`config.mk`:
```
export PLATFORM = sky130hd
export DESIGN_NAME = sat_counter
export DESIGN_NICKNAME = d
export VERILOG_FILES = /design/src/rtl/seq_checker_sat.sv
export SDC_FILE = /design/constraint.sdc
export NUM_CORES = 1
export LEC_CHECK = 0
export ABC_AREA = 1
export CORE_UTILIZATION = 35
export DETAILED_ROUTE_END_ITERATION = 7
export GPL_TIMING_DRIVEN = 0
export PLACE_DENSITY_LB_ADDON = 0.3
export SLEW_MARGIN = 15
export SYNTH_ARGS = -nofsm -noshare
export SYNTH_HDL_FRONTEND = slang
export SYNTH_SLANG_ARGS = --single-unit
export TNS_END_PERCENT = 20
```
`constraint.sdc`:
```
create_clock -name clk -period 1.4 [get_ports clk]
set_input_delay 0.28 -clock clk [delete_from_list [all_inputs] [get_ports clk]]
set_output_delay 0.28 -clock clk [all_outputs]
set_load 0.01 [all_outputs]
```
`src/rtl/seq_checker_sat.sv`:
```
// ---------------------------------------------------------------------------
// sat_counter
// Saturating up-counter with synchronous clear.
//   clk   - clock, rising edge
//   rst   - synchronous active-high reset (count -> 0)
//   clr   - synchronous clear; a simultaneous inc leaves the count at 1
//   inc   - count one event
//   count - current count, sticks at all-ones
// ---------------------------------------------------------------------------
module sat_counter #(
    parameter int W = 8
) (
    input  logic         clk,
    input  logic         rst,
    input  logic         clr,
    input  logic         inc,
    output logic [W-1:0] count
);

    logic [W-1:0] count_r;

    // Count register: reset, then clear-then-count, then saturating increment.
    always_ff @(posedge clk) begin
        if (rst) begin
            count_r <= '0;
        end else if (clr) begin
            count_r <= inc ? W'(1) : '0;
        end else if (inc && (count_r != {W{1'b1}})) begin
            count_r <= count_r + W'(1);
        end else begin
            count_r <= count_r;
        end
    end

    assign count = count_r;

endmodule

```
==> results of run 1 <==
-- worst paths after layout --
path | end | depth (start not counted)
max | count[4]$_SDFFE_PP0P_ | 8
min | count[6]$_SDFFE_PP0P_ | 2
max reg2reg | count[4]$_SDFFE_PP0P_ | 8
min reg2reg | count[6]$_SDFFE_PP0P_ | 2
-- logic make-up (layout without fill, tap and decap cells) --
group | after synthesis | after routing | share of synthesized area, %
AOI/OAI and AO/OA | 9 | 9 | 9.922
buffers and inverters | 10 | 24 | 7.632
and+or+nand+nor | 47 | 47 | 47.33
DFF | 8 | 8 | 32.57
adders and majority gates | 1 | 1 | 2.544
-- stage by stage --
step | setup TNS, ps | power [uW] | instance area (um^2) | worst slack [ps] | hold slack [ps]
floorplan | 0 | 280.0 | 491.7 | 63.98 | 349.1
global placement | -116.5 | 312.2 | 620.6 | -32.50 | 452.3
detailed placement | -132.8 | 313.3 | 620.6 | -36.19 | 463.7
CTS | -51.14 | 490.6 | 643.1 | -51.14 | 470.1
global route | 0 | 510.9 | 659.4 | 0.6064 | 497.0
finish | 0 | 488.5 | 659.4 | 113.2 | 461.9
-- cell type report --
cell class / instances / area [um^2] / area share (%)
inverters: 10 / 37.54 / 5.693
multi-input cells: 57 / 306.5 / 46.49
clock buffers: 3 / 22.52 / 3.416
well taps: 15 / 18.77 / 2.846
repair buffers: 11 / 103.9 / 15.75
flip-flops and latches: 8 / 170.2 / 25.81
-- cell usage in the layout (no fill, tap or decap), types with 2 or more instances in the layout --
cell type        instances
clkdlybuf4s50_1          3
nand2_2                  3
dlygate4sd2_1            7
o21ai_0                  2
nand4_1                  3
nand2_1                 16
clkbuf_4                 3
dfxtp_1                  2
dfxtp_2                  5
a21oi_1                  5
inv_1                    9
nand2_4                  2
nor2_1                  10
nand3_1                  9
-- critical path, cell delays in order, from the launching register on --
cell     delay (ps)
dfxtp_4         370
ha_4            160
nand2_2          70
nor2_2          130
nand2_4          80
nand2_4          90
nand2_2         120
nand2_1         100
a21oi_1          60
-- metal layers --
layer | share of wire, % | track usage, % | vias up
li1 | - | - | 274
met1 | 47 | 19.80 | 212
met2 | 47 | 22.13 | 11
met3 | 3.9 | 5.114 | 3
met4 | 2.1 | 10.34 | 0
met5 | 0 | 0 | -
-- where the power goes --
group	leakage, uW	internal, uW	switching [uW]
Clock	0.0000138	98.4	83.2
Sequential	0.0000681	235	8.38
Combinational	0.000232	28.0	35.9
Total	0.000314	361	127
-- timing repair --
item	4_1_cts	5_1_grt
gates resized for setup	13	4
setup endpoints to repair	13	7
pin swaps	0	0
==> impl_metrics.env, run 1 <==
export IMPL_status="complete, no violations"
export IMPL_cts_num_sinks=8
export IMPL_irDropWorstVdd_mv=0.4546
export IMPL_yosys_area_top_type_share_pct=32.57
export IMPL_final_layout_size_suffix_gt1_share_pct=21.35
export IMPL_antenna_found_initial=0
export IMPL_drtIter0Drc=1
export IMPL_drc=0
export IMPL_hold_violations=0
export IMPL_core_area_um2=1301
export IMPL_ys_warn_count=0
export IMPL_h_tree_depth=1
export IMPL_worstPathMaxFanout=6
export IMPL_reg2reg_slack_ps=110
export IMPL_dieArea_um2=1559
export IMPL_max_freq_ghz=0.7771
export IMPL_cp_start_kind="flop"
export IMPL_synthesis_area_um2=491.7
export IMPL_cts_root_buffer="clkbuf_4"
export IMPL_cts_tree="built"
export IMPL_utilization_pct=50.67
export IMPL_drt_pre_antenna_iters=2
export IMPL_finalSetupViolations=0
export IMPL_cts_buffer_depth=2
export IMPL_synth_most_common_cell="nand2_1"
export IMPL_dp_hpwl_um=781.5
export IMPL_clk_pin_slew_worst_paths_ps=50
export IMPL_hold_path_class="reg2reg"
export IMPL_crit_path_start="count[0]$_SDFFE_PP0P_"
export IMPL_synth_edff_count=0
export IMPL_largest_reg_flops=8
export IMPL_die_h_um=39.48
export IMPL_vias_per_cell=4.808
export IMPL_synthDistinctLibCells=18
export IMPL_area_delta_synth_final_pct=34.10
export IMPL_tightestPinTransition_ps=244.5
export IMPL_async_flop_share_pct=0
export IMPL_hold_start="count[6]$_SDFFE_PP0P_"
export IMPL_grtUsageTotal_pct=15.67
export IMPL_synth_common_cells="16 x nand2_1, 10 x nor2_1, 9 x inv_1, 9 x nand3_1, 8 x dfxtp_1"
export IMPL_ant_nets=0
export IMPL_num_nets_final=96
export IMPL_fin_skew_ps=0.4536
export IMPL_final_max_slew_viol_count=0
export IMPL_initial_core_util_pct=37.79
export IMPL_yosys_register_bits=8
export IMPL_hold_buffers=0
export IMPL_nFillCells=148
export IMPL_worstPathRequired_ps=1540
export IMPL_crit_type="reg2reg"
export IMPL_cts_buffers=3
export IMPL_cp_end_kind="flop"
export IMPL_grt_pass1_vias=400
export IMPL_wl_um=1014
export IMPL_grt_max_degree=9
export IMPL_seq_area_frac_synth_pct=32.57
export IMPL_clock_latency_ps=260
export IMPL_synthCells=75
export IMPL_max_slew_margin_pct=83.65
export IMPL_leakagePower_uw=0.0003138
export IMPL_instances_no_fill=104
export IMPL_row_count=13
export IMPL_rsz0062_at_grt="false"
export IMPL_place_inst=101
export IMPL_grt_pass1_wl_um=1587
export IMPL_vias=500
export IMPL_period_needed_ps=1287
export IMPL_grt_overflow_total=0
export IMPL_port_buffers=11
export IMPL_synth_fp_nets=80
export IMPL_yosys_top_cells_area="dfxtp_1 33%, nand2_1 12%, nand3_1 9.2%"
export IMPL_ios=12
export IMPL_place_congestion=0.7871
export IMPL_crit_arrival_ps=1430
export IMPL_fin_crit_sh_pct=91.91
export IMPL_post_cts_buffers=0
export IMPL_synth_top_cell_by_area="dfxtp_1"
export IMPL_n_antenna_cell=0
export IMPL_die_w_um=39.48
export IMPL_maxCapViolations=0
export IMPL_wire_per_inst_um=9.750
export IMPL_postSynth_topFlopCell="dfxtp_1"
export IMPL_syn_area_per_cell_um2=6.556
export IMPL_r2r_start="count[0]$_SDFFE_PP0P_"
export IMPL_p_per_area_nw_per_um2=740.9
(Power assumes the default switching activity.)
==> run 2: changes to the inputs <==
--- a/config.mk
+++ b/config.mk
@@ -9,9 +9,10 @@
 export CORE_UTILIZATION = 35
 export DETAILED_ROUTE_END_ITERATION = 7
 export GPL_TIMING_DRIVEN = 0
+export HOLD_SLACK_MARGIN = 0.12
 export PLACE_DENSITY_LB_ADDON = 0.3
 export SLEW_MARGIN = 15
 export SYNTH_ARGS = -nofsm -noshare
 export SYNTH_HDL_FRONTEND = slang
 export SYNTH_SLANG_ARGS = --single-unit
-export TNS_END_PERCENT = 20
+export TNS_END_PERCENT = 1
==> results of run 2 <==
Final layout, timing and power as in run 1 (identical DEF).
==> run 3: changes to the inputs <==
--- a/config.mk
+++ b/config.mk
@@ -6,6 +6,7 @@
 export NUM_CORES = 1
 export LEC_CHECK = 0
 export ABC_AREA = 1
+export CAP_MARGIN = 20
 export CORE_UTILIZATION = 35
 export DETAILED_ROUTE_END_ITERATION = 7
 export GPL_TIMING_DRIVEN = 0
==> results of run 3 <==
Final layout, timing and power as in run 1 (identical DEF).
